## src/rtl/div_unit.sv

```systemverilog
// Iterative radix-2 restoring divider for RV32M DIV/DIVU/REM/REMU, 33-cycle latency.
// Define DIV_SPECIAL_FAST_EN to retire divide-by-zero and signed overflow in 1 cycle.
module div_unit #(
    parameter int XLEN = 32
) (
    input  logic            aclk,
    input  logic            rst,
    input  logic            start,
    input  logic [2:0]      func,
    input  logic [XLEN-1:0] din1,
    input  logic [XLEN-1:0] din2,
    output logic            busy,
    output logic            done,
    output logic [XLEN-1:0] dout
);

    typedef enum logic [1:0] {IDLE, CALC, FIX} state_e;

    localparam logic [XLEN-1:0] MIN_NEG = {1'b1, {(XLEN-1){1'b0}}};

    state_e          state_q, state_d;
    logic [5:0]      cnt_q, cnt_d;
    logic [XLEN-1:0] rem_q, rem_d;
    logic [XLEN-1:0] quo_q, quo_d;
    logic [XLEN-1:0] divisor_q, divisor_d;
    logic [XLEN-1:0] dout_q, dout_d;
    logic            neg_q_q, neg_q_d;
    logic            neg_r_q, neg_r_d;
    logic            rem_op_q, rem_op_d;
    logic            div_zero_q, div_zero_d;
    logic            ovf_q, ovf_d;
    logic            done_q, done_d;

    logic            accept;
    logic            signed_op;
    logic            div_zero;
    logic            ovf;
    logic [XLEN-1:0] abs1, abs2;
    logic [XLEN:0]   r_shift;
    logic            step_ok;
    logic [XLEN-1:0] q_res, r_res;

    always_comb begin
        accept    = (state_q == IDLE) && start && func[2];
        signed_op = ~func[0];
        abs1      = (signed_op && din1[XLEN-1]) ? -din1 : din1;
        abs2      = (signed_op && din2[XLEN-1]) ? -din2 : din2;
        div_zero  = (din2 == '0);
        ovf       = signed_op && (din1 == MIN_NEG) && (din2 == '1);

        r_shift   = {rem_q, quo_q[XLEN-1]};
        step_ok   = (r_shift >= {1'b0, divisor_q});

        // Mandated special-case results override the arithmetic outcome.
        q_res = div_zero_q ? '1 : ovf_q ? MIN_NEG : (neg_q_q ? -quo_q : quo_q);
        r_res = ovf_q ? '0 : (neg_r_q ? -rem_q : rem_q);
    end

    // NOTE: every signal driven here gets a default first so no latch is inferred.
    always_comb begin
        state_d    = state_q;
        cnt_d      = cnt_q;
        rem_d      = rem_q;
        quo_d      = quo_q;
        divisor_d  = divisor_q;
        dout_d     = dout_q;
        neg_q_d    = neg_q_q;
        neg_r_d    = neg_r_q;
        rem_op_d   = rem_op_q;
        div_zero_d = div_zero_q;
        ovf_d      = ovf_q;
        done_d     = 1'b0;

        case (state_q)
            IDLE: begin
                if (accept) begin
                    cnt_d      = '0;
                    rem_d      = '0;
                    quo_d      = abs1;
                    divisor_d  = abs2;
                    neg_q_d    = signed_op && (din1[XLEN-1] ^ din2[XLEN-1]);
                    neg_r_d    = signed_op && din1[XLEN-1];
                    rem_op_d   = func[1];
                    div_zero_d = div_zero;
                    ovf_d      = ovf;
`ifdef DIV_SPECIAL_FAST_EN
                    if (div_zero || ovf) begin
                        // Preload the dividend so FIX sees the divide-by-zero remainder.
                        rem_d   = div_zero ? abs1 : '0;
                        state_d = FIX;
                    end else begin
                        state_d = CALC;
                    end
`else
                    state_d    = CALC;
`endif
                end
            end
            CALC: begin
                rem_d = step_ok ? XLEN'(r_shift - {1'b0, divisor_q}) : r_shift[XLEN-1:0];
                quo_d = {quo_q[XLEN-2:0], step_ok};
                cnt_d = cnt_q + 6'd1;
                if (cnt_q == 6'(XLEN-1)) begin
                    state_d = FIX;
                end
            end
            FIX: begin
                dout_d  = rem_op_q ? r_res : q_res;
                done_d  = 1'b1;
                state_d = IDLE;
            end
            default: state_d = IDLE;
        endcase
    end

    // NOTE: sequential state uses non-blocking assignments so all registers update together.
    always_ff @(posedge aclk or posedge rst) begin
        if (rst) begin
            state_q    <= IDLE;
            cnt_q      <= '0;
            rem_q      <= '0;
            quo_q      <= '0;
            divisor_q  <= '0;
            dout_q     <= '0;
            neg_q_q    <= 1'b0;
            neg_r_q    <= 1'b0;
            rem_op_q   <= 1'b0;
            div_zero_q <= 1'b0;
            ovf_q      <= 1'b0;
            done_q     <= 1'b0;
        end else begin
            state_q    <= state_d;
            cnt_q      <= cnt_d;
            rem_q      <= rem_d;
            quo_q      <= quo_d;
            divisor_q  <= divisor_d;
            dout_q     <= dout_d;
            neg_q_q    <= neg_q_d;
            neg_r_q    <= neg_r_d;
            rem_op_q   <= rem_op_d;
            div_zero_q <= div_zero_d;
            ovf_q      <= ovf_d;
            done_q     <= done_d;
        end
    end

    // Busy stays high through the done cycle, after the FSM is already back in IDLE.
    assign busy = (state_q != IDLE) || done_q;
    assign done = done_q;
    assign dout = dout_q;

endmodule

```

## config.mk

```make
export PLATFORM = sky130hd
export DESIGN_NAME = div_unit
export DESIGN_NICKNAME = d
export VERILOG_FILES = /design/src/rtl/div_unit.sv
export SDC_FILE = /design/constraint.sdc
export NUM_CORES = 1
export LEC_CHECK = 0
export CAP_MARGIN = 25
export CORE_MARGIN = 3
export CORE_UTILIZATION = 40
export DETAILED_ROUTE_END_ITERATION = 6
export SKIP_CTS_REPAIR_TIMING = 1
export SLEW_MARGIN = 40
export SYNTH_ARGS = -nofsm -noshare
export SYNTH_HDL_FRONTEND = slang
export SYNTH_SLANG_ARGS = --single-unit
```

## constraint.sdc

```tcl
create_clock -name aclk -period 6.2 [get_ports aclk]
set_input_delay 0.62 -clock aclk [delete_from_list [all_inputs] [get_ports aclk]]
set_output_delay 0.62 -clock aclk [all_outputs]
set_load 0.05 [all_outputs]
```

### Yosys cells after proc, flatten, opt, wreduce, memory -nomap -nowiden

Index checks and enable logic that the tools add are counted.

| operators by class | value |
|---|---|
| $add $sub $neg | 6 |
| $mul | 0 |
| div/mod/pow operators | 0 |
| magnitude comparators | 1 |
| equality and inequality tests | 7 |
| shifts and indexed selects | 0 |
| mux-type cells | 19 |
| bitwise operators | 2 |
| reduce and logical (&&, ||, !) cells | 15 |

Operators with widths:

| cell | count |
|---|---|
| $mux 32 | 11 |
| $neg 32->32 | 4 |
| $pmux 32 s2 | 2 |
| $eq 32x32->1 const B | 2 |
| $ge 33x32->1 | 1 |
| $logic_not 32->1 | 1 |
| $sub 32x32->32 | 1 |
| $pmux 6 s2 | 1 |
| $logic_and 1x1->1 | 7 |
| $add 6x1->6 const B | 1 |
| $eq 6x5->1 const B | 1 |
| $mux 6 | 1 |
| $reduce_and 2->1 | 3 |
| $mux 2 | 2 |
| $ne 2x2->1 const B | 2 |
| $pmux 2 s2 | 1 |
| $reduce_bool 2->1 | 2 |
| $eq 2x1->1 const B | 1 |
| $eq 2x2->1 const B | 1 |
| $logic_not 2->1 | 1 |
| $logic_or 1x1->1 | 1 |
| $mux 1 | 1 |
| $not 1->1 | 1 |
| $xor 1x1->1 | 1 |

| word-level totals | value |
|---|---|
| register bits after elaboration | 142 |
| bits in latches | 0 |
| memory bits (writable) | 0 |
| ROM bits | 0 |
| output and inout bits | 34 |
| logic and storage cells | 62 |
| memories | 0 |

### Depth between registers and ports, before layout

Gate-level depths: netlist of run 1.

| logic depth | value |
|---|---|
| depth after elaboration | 5 |
| depth in mapped cells | 14 |
| depth with buffers taken out | 13 |

### Worst setup path after synthesis of run 1

Ideal clock, no wire load.

| path | value |
|---|---|
| path kind | register to register |
| start | register rem_q[2] |
| end | register rem_q[0] |
| library setup time | 0.122 ns |
| arrival time | 2.916 ns |
| required time | 6.078 ns |
| path slack | 3.163 ns |
| stages on the path, launching flop included | 13 |
| clock period less this slack | 3.037 ns |
| cells stage by stage | dfrtp_1 ha_1 nand3_1 o21bai_1 a2111o_1 a31oi_1 o211ai_1 a21oi_1 or2_2 clkbuf_1 buf_2 nand2_1 a32o_1 |

| on the way | value |
|---|---|
| longest elaborated chain between the ends | 3 |

RTL lines:

| item | RTL line | source |
|---|---|---|
| start, declared | 23 | `logic [XLEN-1:0] rem_q, rem_d;` |
| start signal, assigned | 134 | `rem_q <= rem_d;` |
| $ge 33x32->1 | 52 | `step_ok = (r_shift >= {1'b0, divisor_q});` |
| $mux 32 | 100 | `rem_d = step_ok ? XLEN'(r_shift - {1'b0, divisor_q}) : r_shift[XLEN-1:0];` |
| $pmux 32 s2 | 74 | `case (state_q)` |

No other way between the ends.
A chain may end at the register's enable or synchronous reset.

### Final worst setup path of run 1

| path | value |
|---|---|
| start | register rem_q[2] |
| end | register rem_q[18] |

| on the way | value |
|---|---|
| longest elaborated chain between the ends | 3 |
| elaborated cells on any way between the ends | 4 |
| classes of those cells | add/sub: 1; order compare: 1; mux: 2 |

RTL lines:

| item | RTL line |
|---|---|
| $sub 32x32->32 / $ge 33x32->1 (equally long branches) | 100, 52 |
| $mux 32 * | 100 |
| $pmux 32 s2 * | 74 |

Every way passes the cells marked *; elsewhere a longest branch is shown, timed or not.

==> run metrics, run 1 <==
via count=9671; synthesized flop and latch total=142; vias in the first global route=9149; post-layout util=48.7%; post-synthesis adder-cell area fraction=4.74%; syn avg cell area=8.20 um2; GRT Max-Usage Layer=met2; min cycle time layout=3.65 ns; number of fill cells=2517; grt ovf=0; Crit Path Max Fanout=18; antenna violations before repair=0; xor/xnor share of the synthesized area=11.8%; boundary pin count=104; Endpoint, Worst Hold=dout[7]; Hold Vio Cnt, Final=0; CTS tree=done; Peak VDD IR=0.000218 V; Residual DRC=0; met3 Use GR=3.00%; commonest non-fill, non-tap cell in the layout=o21ai_0; RSZ-0062 raised after global routing=no; drt first pass iters=5; Clock Pin Slew Worst Setup and Hold Paths=0.07 ns; critical path launch point type=register; largest net degree at the start of global routing=87; met2 Usage GRT=34.3%; gpl congestion=0.899; reg2reg end=rem_q[18]; post-synthesis mux area share=2.20%; TNS Setup=0 ns; worst min path class=register to register; multi-input logic area=6470 um2; H-tree depth=4; I/O Buffers=103; Post-Synth Simple-Gate Area=18.2%; synth warn=0; die area=28100 um2; worst-skew pair later-pin latency=0.43 ns; Post-Syn Nets=1384; Yosys cell types=59; Overall Global Routing Usage=21.9%; most frequent cells in the layout=149 x o21ai_0, 139 x dfrtp_1, 124 x nand2_1; Synth Area in Compound Gates=24.5%; status=finished clean; max-slew violation count=0; WS Path Type=register to register; Critical Path RT=6.48 ns; wire length per cell=18.4 um; synth top area cells=dfrtp_1 34%, o21ai_0 7.1%, xnor2_1 6.3%; Starting Density=41.2%; P per Cell Area=483 nW/um2; fin crit share=58.8%; worst hold start=dout[7]; final setup violating endpoints=0; max capacitance violation total=0; FF-to-FF Start=rem_q[2]; fmax=274 MHz; R2R cell count=11; # diodes=0; Worst EP arrival=3.92 ns; Clock Skew=0.00963 ns; Post-Route WL=30900 um; Clock Tree Buf Depth=2; DRT iter0 DRCs=868; die height=168 um; FP Rows=58; Die Wd=168 um; core area=25400 um2; layout cells sized above 1=5.03%; CTS Sinks=142; leak pwr=4.93 nW; flop2flop setup slack=2.55 ns; Main synth FF type=dfrtp_1; area leader, netlist=dfrtp_1; largest family of logic cells by synthesized area=compound AO/OA/AOI/OAI gates; post-DP HPWL=23500 um; Num CTS Buffers=17; cells after synthesis=1275; met1 Use GR=32.0%; Synth top area share=34.0%; sequential area share after synthesis=34.0%; asr flop ratio synth=100%; Worst slew margin=49.1%; Area Growth Syn to Fin=18.4%; root buffer cell=clkbuf_16; hold-critical path depth=2; NumNets Final=1449; Mapped Area=10500 um2; first-pass GRT wire length=49700 um; Worst Tran Pin Value=0.763 ns; number of synthesized flops with an enable pin=0; drt via density=5.75; CP Capture Type=register; ANT nets after route=0; FF/Latch Area=3560 um2
critical path, cell delays in order, from the launching register on:
cell and delay [ns]:
dfrtp_1 0.46, ha_1 0.40, nand3_1 0.11, o21bai_1 0.17
a2111o_1 0.40, a31oi_1 0.34, o211ai_1 0.22, a21oi_1 0.41
or2_2 0.46, buf_16 0.22, mux2i_1 0.19, o21ai_0 0.10
through the flow:
| step | area [um2] | power, W | instances | hold WS, ns | setup WS (ns) |
|---|---|---|---|---|---|
| floorplan | 10500 | 0.00397 | 1275 | 0.450 | 1.77 |
| global placement | 11700 | 0.00483 | 1650 | 0.462 | 2.49 |
| detailed placement | 11700 | 0.00487 | 1650 | 0.462 | 2.43 |
| CTS | 12300 | 0.00591 | 1682 | 0.480 | 2.46 |
| global route | 12400 | 0.00643 | 1683 | 0.508 | 2.32 |
| finish | 12400 | 0.00597 | 1683 | 0.475 | 2.55 |
flip-flops by register name, indices dropped and copies added (netlist names):
| signal | count |
|---|---|
| divisor_q | 32 |
| dout | 32 |
| ovf_q | 1 |
| cnt_q | 6 |
| rem_q | 32 |
| state_q | 2 |
| quo_q | 32 |
| div_zero_q | 1 |
| done | 1 |
| rem_op_q | 1 |
| neg_r_q | 1 |
| neg_q_q | 1 |
cell type report:
| class | count | share of cell area, % |
|---|---|---|
| multi-input combinational | 1008 | 52.3 |
| sequential | 142 | 28.8 |
| timing repair buffer | 114 | 9.16 |
| clock buffer | 17 | 3.44 |
| tap | 330 | 3.34 |
| inverter | 57 | 1.79 |
| clock inverter | 15 | 1.22 |
cells in the mapped netlist (all sizes together) (17+ instances only):
cell    number
o21ai      159
dfrtp      142
nand2      124
nor2        92
xnor2       75
a21oi       69
xor2        66
clkbuf      64
inv         57
nand3       48
ha          38
a22oi       32
nor3        27
o31ai       26
mux2i       23
or3         19
a31oi       17
nand4       17
o41ai       17
worst max path at each step:
stage               startpoint       endpoint  slack, ns  cells past startpoint
floorplan                  rst       cnt_q[0]       1.77                      1
global route          rem_q[2]      rem_q[10]       2.32                     11
finish                rem_q[2]      rem_q[18]       2.55                     11
global placement       din2[2]  divisor_q[30]       2.49                     10
CTS                   rem_q[2]      rem_q[18]       2.46                     10
detailed placement     din2[2]  divisor_q[30]       2.43                     10
per-layer routing:
layer / part of all wire, % / vias up / routed length [um]
met5: 0 / - / 0
met4: 1.6 / 0 / 501
met3: 5.0 / 30 / 1550
met2: 45 / 275 / 14000
met1: 48 / 4613 / 14800
li1: - / 4753 / -
cell families after synthesis:
group | count (synthesis)
compound gates | 408
xor+xnor | 141
simple gates | 397
buf+inv | 125
flops | 142
fa+ha+maj | 39
mux | 23
report_power, final:
part / switching, W / internal [W]
Clock: 0.000453 / 0.000568
Sequential: 0.000499 / 0.00124
Combinational: 0.00185 / 0.00137
Total: 0.00280 / 0.00317
Note: power is estimated with default switching activity, not from simulation.
==> run 2: changes to the inputs <==
- clock period: 6.2 -> 3.73 ns (I/O delays scaled with it)
==> run metrics, run 2 (same netlist as run 1, synthesis figures left out) <==
RSZ-0062 raised after global routing=no (unchanged); Crit Path Max Fanout=12 (was 18); Routed met2 length=13700 um (was 14000 um); FP Rows=58 (unchanged); via count=9772 (was 9671); wire length on met3=1990 um (was 1550 um); post-DP HPWL=23800 um (was 23500 um); drt via density=5.72 (was 5.75); top sig layer=met4 (unchanged); max-slew violation count=0 (unchanged); DRT iter0 DRCs=771 (was 868); Clock Skew=0.00612 ns (was 0.00963 ns); worst min path class=input port to async pin (was register to register); drt first pass iters=5 (unchanged); Worst Tran Pin Value=0.780 ns (was 0.763 ns); layout cells sized above 1=6.53% (was 5.03%); Worst slew margin=48.0% (was 49.1%); boundary pin count=104 (unchanged); worst-skew pair later-pin latency=0.44 ns (was 0.43 ns); P per Cell Area=804 nW/um2 (was 483 nW/um2); die area=28100 um2 (unchanged); NumNets Final=1475 (was 1449); final setup violating endpoints=0 (unchanged); Area Growth Syn to Fin=20.4% (was 18.4%); Clock Pin Slew Worst Setup and Hold Paths=0.07 ns (about the same); fin crit share=92.0% (was 58.8%); total power=0.0101 W (was 0.00597 W); reg2reg end=rem_q[23] (was rem_q[18]); antenna violations before repair=0 (unchanged); Num CTS Buffers=17 (unchanged); Critical Path RT=4.09 ns (was 6.48 ns); Post-Route WL=31500 um (was 30900 um); grt ovf=0 (unchanged); fmax=291 MHz (was 274 MHz); gpl congestion=0.922 (was 0.899); most frequent cells in the layout=149 x o21ai_0, 141 x dfrtp_1, 124 x nand2_1 (was 149 x o21ai_0, 139 x dfrtp_1, 124 x nand2_1); # diodes=0 (unchanged); Hold Vio Cnt, Final=0 (unchanged); FF-to-FF Start=rem_q[2] (unchanged); vias in the first global route=9100 (was 9149); max capacitance violation total=0 (unchanged); WL met1=15100 um (was 14800 um); CP Capture Type=register (unchanged); min cycle time layout=3.43 ns (was 3.65 ns); H-tree depth=4 (unchanged); Residual DRC=0 (unchanged); I/O Buffers=103 (unchanged); status=finished clean (unchanged); R2R cell count=10 (was 11); Clock Tree Buf Depth=2 (unchanged); ANT nets after route=0 (unchanged); wire length per cell=18.4 um (about the same); Worst EP arrival=3.79 ns (was 3.92 ns); Starting Density=41.2% (unchanged); core area=25400 um2 (unchanged); WS Path Type=register to register (unchanged); root buffer cell=clkbuf_16 (unchanged); leak pwr=5.07 nW (was 4.93 nW); commonest non-fill, non-tap cell in the layout=o21ai_0 (unchanged); CTS tree=done (unchanged); largest net degree at the start of global routing=98 (was 87); Peak VDD IR=0.000366 V (was 0.000218 V); post-layout util=49.6% (was 48.7%); die height=168 um (unchanged); CTS Sinks=142 (unchanged); critical path launch point type=register (unchanged); first-pass GRT wire length=50300 um (was 49700 um); Overall Global Routing Usage=22.3% (was 21.9%); TNS Setup=0 ns (unchanged); flop2flop setup slack=0.30 ns (was 2.55 ns); Die Wd=168 um (unchanged)
run 2: cell types whose count changed in the layout (fill, tap and decap cells not counted), sizes merged:
cell and change:
buf +26, clkinv -2, clkinvlp +2, inv -2, bufinv +1, clkbuf +1
run 2: critical path, stage by stage (launching register included):
cell      delay, ns
dfrtp_1        0.45
ha_1           0.39
nand3_1        0.13
o21bai_1       0.18
a2111o_1       0.40
a31oi_1        0.29
o211ai_1       0.24
a21oi_2        0.32
nor2_1         0.23
or4_1          0.51
a31oi_1        0.19
run 2: cell type report:
cell class	count	area (um2)
flip-flops and latches	142	3550
multi-input cells	1008	6450
repair buffers	140	1330
clock inverters	14	173
fillers	2451	12800
inverters	57	218
well taps	330	413
clock buffers	18	439
run 2: how the worst max path moves through the flow:
stage | to | start | slack, ns
6_report | rem_q[23] | rem_q[2] | 0.30
5_1_grt | rem_q[26] | quo_q[31] | 0.05
4_1_cts | rem_q[23] | rem_q[2] | 0.20
3_5_place_dp | rem_q[23] | rem_q[2] | 0.23
3_3_place_gp | rem_q[23] | rem_q[2] | 0.41
2_1_floorplan | rem_q[0] | rem_q[2] | 0.69
run 2: through the flow:
stage                     worst slack, ns  cell area (um2)  hold slack [ns]  std cells
after floorplan                     0.693            10500            0.450       1275
after global placement              0.409            12000            0.464       1677
after detailed placement            0.230            12000            0.463       1677
after CTS                           0.198            12600            0.480       1709
after global routing               0.0541            12600            0.502       1709
final                               0.298            12600            0.417       1709
run 2: layer usage:
layer  vias to the layer above  GRT usage, %
met2                       297          33.6
met1                      4620          32.5
met4                         0          6.72
li1                       4807             -
met5                         -             0
met3                        48          4.25
run 2: report_power, final:
| group | switching [W] | internal (W) | total (W) |
|---|---|---|---|
| sequential | 0.000673 | 0.00205 | 0.00273 |
| clock | 0.000774 | 0.00103 | 0.00181 |
| combinational | 0.00322 | 0.00236 | 0.00558 |
==> run 3: changes to the inputs <==
- clock period: 3.73 -> 3.78 ns (I/O delays scaled with it)
==> run metrics, run 3 (same netlist as run 1, synthesis figures left out) <==
Post-Route WL=31500 um (about the same); Worst Tran Pin Value=0.815 ns (was 0.780 ns); H-tree depth=4 (unchanged); layout cells sized above 1=6.38% (was 6.53%); NumNets Final=1475 (unchanged); ANT nets after route=0 (unchanged); largest net degree at the start of global routing=143 (was 98); Worst slew margin=45.2% (was 48.0%); R2R cell count=10 (unchanged); Starting Density=41.2% (unchanged); fmax=300 MHz (was 291 MHz); CP Capture Type=register (unchanged); P per Cell Area=794 nW/um2 (was 804 nW/um2); gpl congestion=0.954 (was 0.922); status=finished clean (unchanged); switching power=0.00458 W (was 0.00467 W); critical path launch point type=register (unchanged); WS Path Type=register to register (unchanged); TNS Setup=0 ns (unchanged); final setup violating endpoints=0 (unchanged); Residual DRC=0 (unchanged); Reg power frac=26.8% (was 27.0%); die area=28100 um2 (unchanged); Worst EP arrival=3.68 ns (was 3.79 ns); FP Rows=58 (unchanged); FF-to-FF Start=rem_q[2] (unchanged); met3 Use GR=4.93% (was 4.25%); fin crit share=88.1% (was 92.0%); I/O Buffers=103 (unchanged); grt ovf=0 (unchanged); most frequent cells in the layout=149 x o21ai_0, 141 x dfrtp_1, 124 x nand2_1 (unchanged); CTS Sinks=142 (unchanged); reg2reg end=rem_q[23] (unchanged); GRT Max-Usage Layer=met2 (unchanged); Hold Vio Cnt, Final=0 (unchanged); root buffer cell=clkbuf_16 (unchanged); Clock Pin Slew Worst Setup and Hold Paths=0.06 ns (was 0.07 ns); post-DP HPWL=23800 um (about the same); # diodes=0 (unchanged); worst-skew pair later-pin latency=0.43 ns (was 0.44 ns); max-slew violation count=0 (unchanged); DRT iter0 DRCs=710 (was 771); Die Wd=168 um (unchanged); hold slack final=0.384 ns (was 0.417 ns); Overall Global Routing Usage=22.5% (was 22.3%); die height=168 um (unchanged); Area Growth Syn to Fin=20.9% (was 20.4%); commonest non-fill, non-tap cell in the layout=o21ai_0 (unchanged); leak pwr=5.09 nW (was 5.07 nW); RSZ-0062 raised after global routing=no (unchanged); flop2flop setup slack=0.45 ns (was 0.30 ns); wire length per cell=18.4 um (about the same); Crit Path Max Fanout=12 (unchanged); Num CTS Buffers=17 (unchanged); Clock Skew=0.0111 ns (was 0.00612 ns); min cycle time layout=3.33 ns (was 3.43 ns); Net Sw Frac=45.6% (was 46.1%); worst min path class=input port to async pin (unchanged); core area=25400 um2 (unchanged); Peak VDD IR=0.000353 V (was 0.000366 V); CTS tree=done (unchanged); boundary pin count=104 (unchanged); met2 Usage GRT=33.5% (was 33.6%); vias in the first global route=9223 (was 9100); Clk pwr share=18.3% (was 17.9%); drt via density=5.66 (was 5.72); Comb power frac=54.8% (was 55.2%); Critical Path RT=4.13 ns (was 4.09 ns); Clock Tree Buf Depth=2 (unchanged); first-pass GRT wire length=51000 um (was 50300 um); max capacitance violation total=0 (unchanged); drt first pass iters=6 (was 5); Power Internal=0.00546 W (was 0.00545 W); met1 Use GR=33.1% (was 32.5%); via count=9675 (was 9772); antenna violations before repair=0 (unchanged)
-- run 3: how the worst max path moves through the flow --
stage                     slack (ns)             to  cells after the start  startpoint
after CTS                       0.33      rem_q[23]                     10    rem_q[2]
after global routing            0.11      rem_q[23]                     10    rem_q[2]
after floorplan                 0.74       rem_q[0]                     12    rem_q[2]
after global placement          0.47  divisor_q[30]                     11     din2[7]
final                           0.45      rem_q[23]                     10    rem_q[2]
after detailed placement        0.37      rem_q[23]                     10    rem_q[2]
-- run 3: metal layers --
layer / wire length [um] / vias up / part of all wire [%]
li1: - / 4804 / -
met1: 15100 / 4527 / 48
met2: 13700 / 297 / 44
met3: 2010 / 47 / 6.4
met4: 684 / 0 / 2.2
met5: 0 / - / 0
-- run 3: power groups by stage --
| stage | logic (W) | clock network [W] | registers (W) |
|---|---|---|---|
| after detailed placement | 0.00541 | 0 | 0.00271 |
| after floorplan | 0.00400 | 0 | 0.00252 |
| final | 0.00551 | 0.00184 | 0.00270 |
| after global placement | 0.00540 | 0 | 0.00270 |
| after global routing | 0.00616 | 0.00194 | 0.00278 |
| after CTS | 0.00544 | 0.00186 | 0.00269 |
-- run 3: final cells by class --
class	count	area, um2
fill	2482	12800
inverter	57	218
tap	330	413
sequential	142	3550
clock buffer	20	457
multi-input combinational	1008	6450
timing repair buffer	140	1370
clock inverter	12	176
-- run 3: metrics by stage --
| step | total power [W] | util [%] | setup slack (ns) | cells | area (um2) |
|---|---|---|---|---|---|
| 6_report | 0.0100 | 49.8 | 0.449 | 1709 | 12600 |
| 4_1_cts | 0.00999 | 49.6 | 0.330 | 1708 | 12600 |
| 2_1_floorplan | 0.00652 | - | 0.743 | 1275 | 10500 |
| 5_1_grt | 0.0109 | 49.8 | 0.107 | 1709 | 12600 |
| 3_3_place_gp | 0.00809 | 47.1 | 0.474 | 1676 | 12000 |
| 3_5_place_dp | 0.00812 | 47.1 | 0.366 | 1676 | 12000 |
-- run 3: critical path: stages, from the launching register on --
cell	delay, ns
dfrtp_1	0.45
ha_1	0.39
nand3_1	0.12
o21bai_1	0.18
a2111o_1	0.40
a31oi_1	0.30
o211ai_1	0.23
a21oi_2	0.29
nor2_1	0.22
or4_1	0.50
a31oi_1	0.16
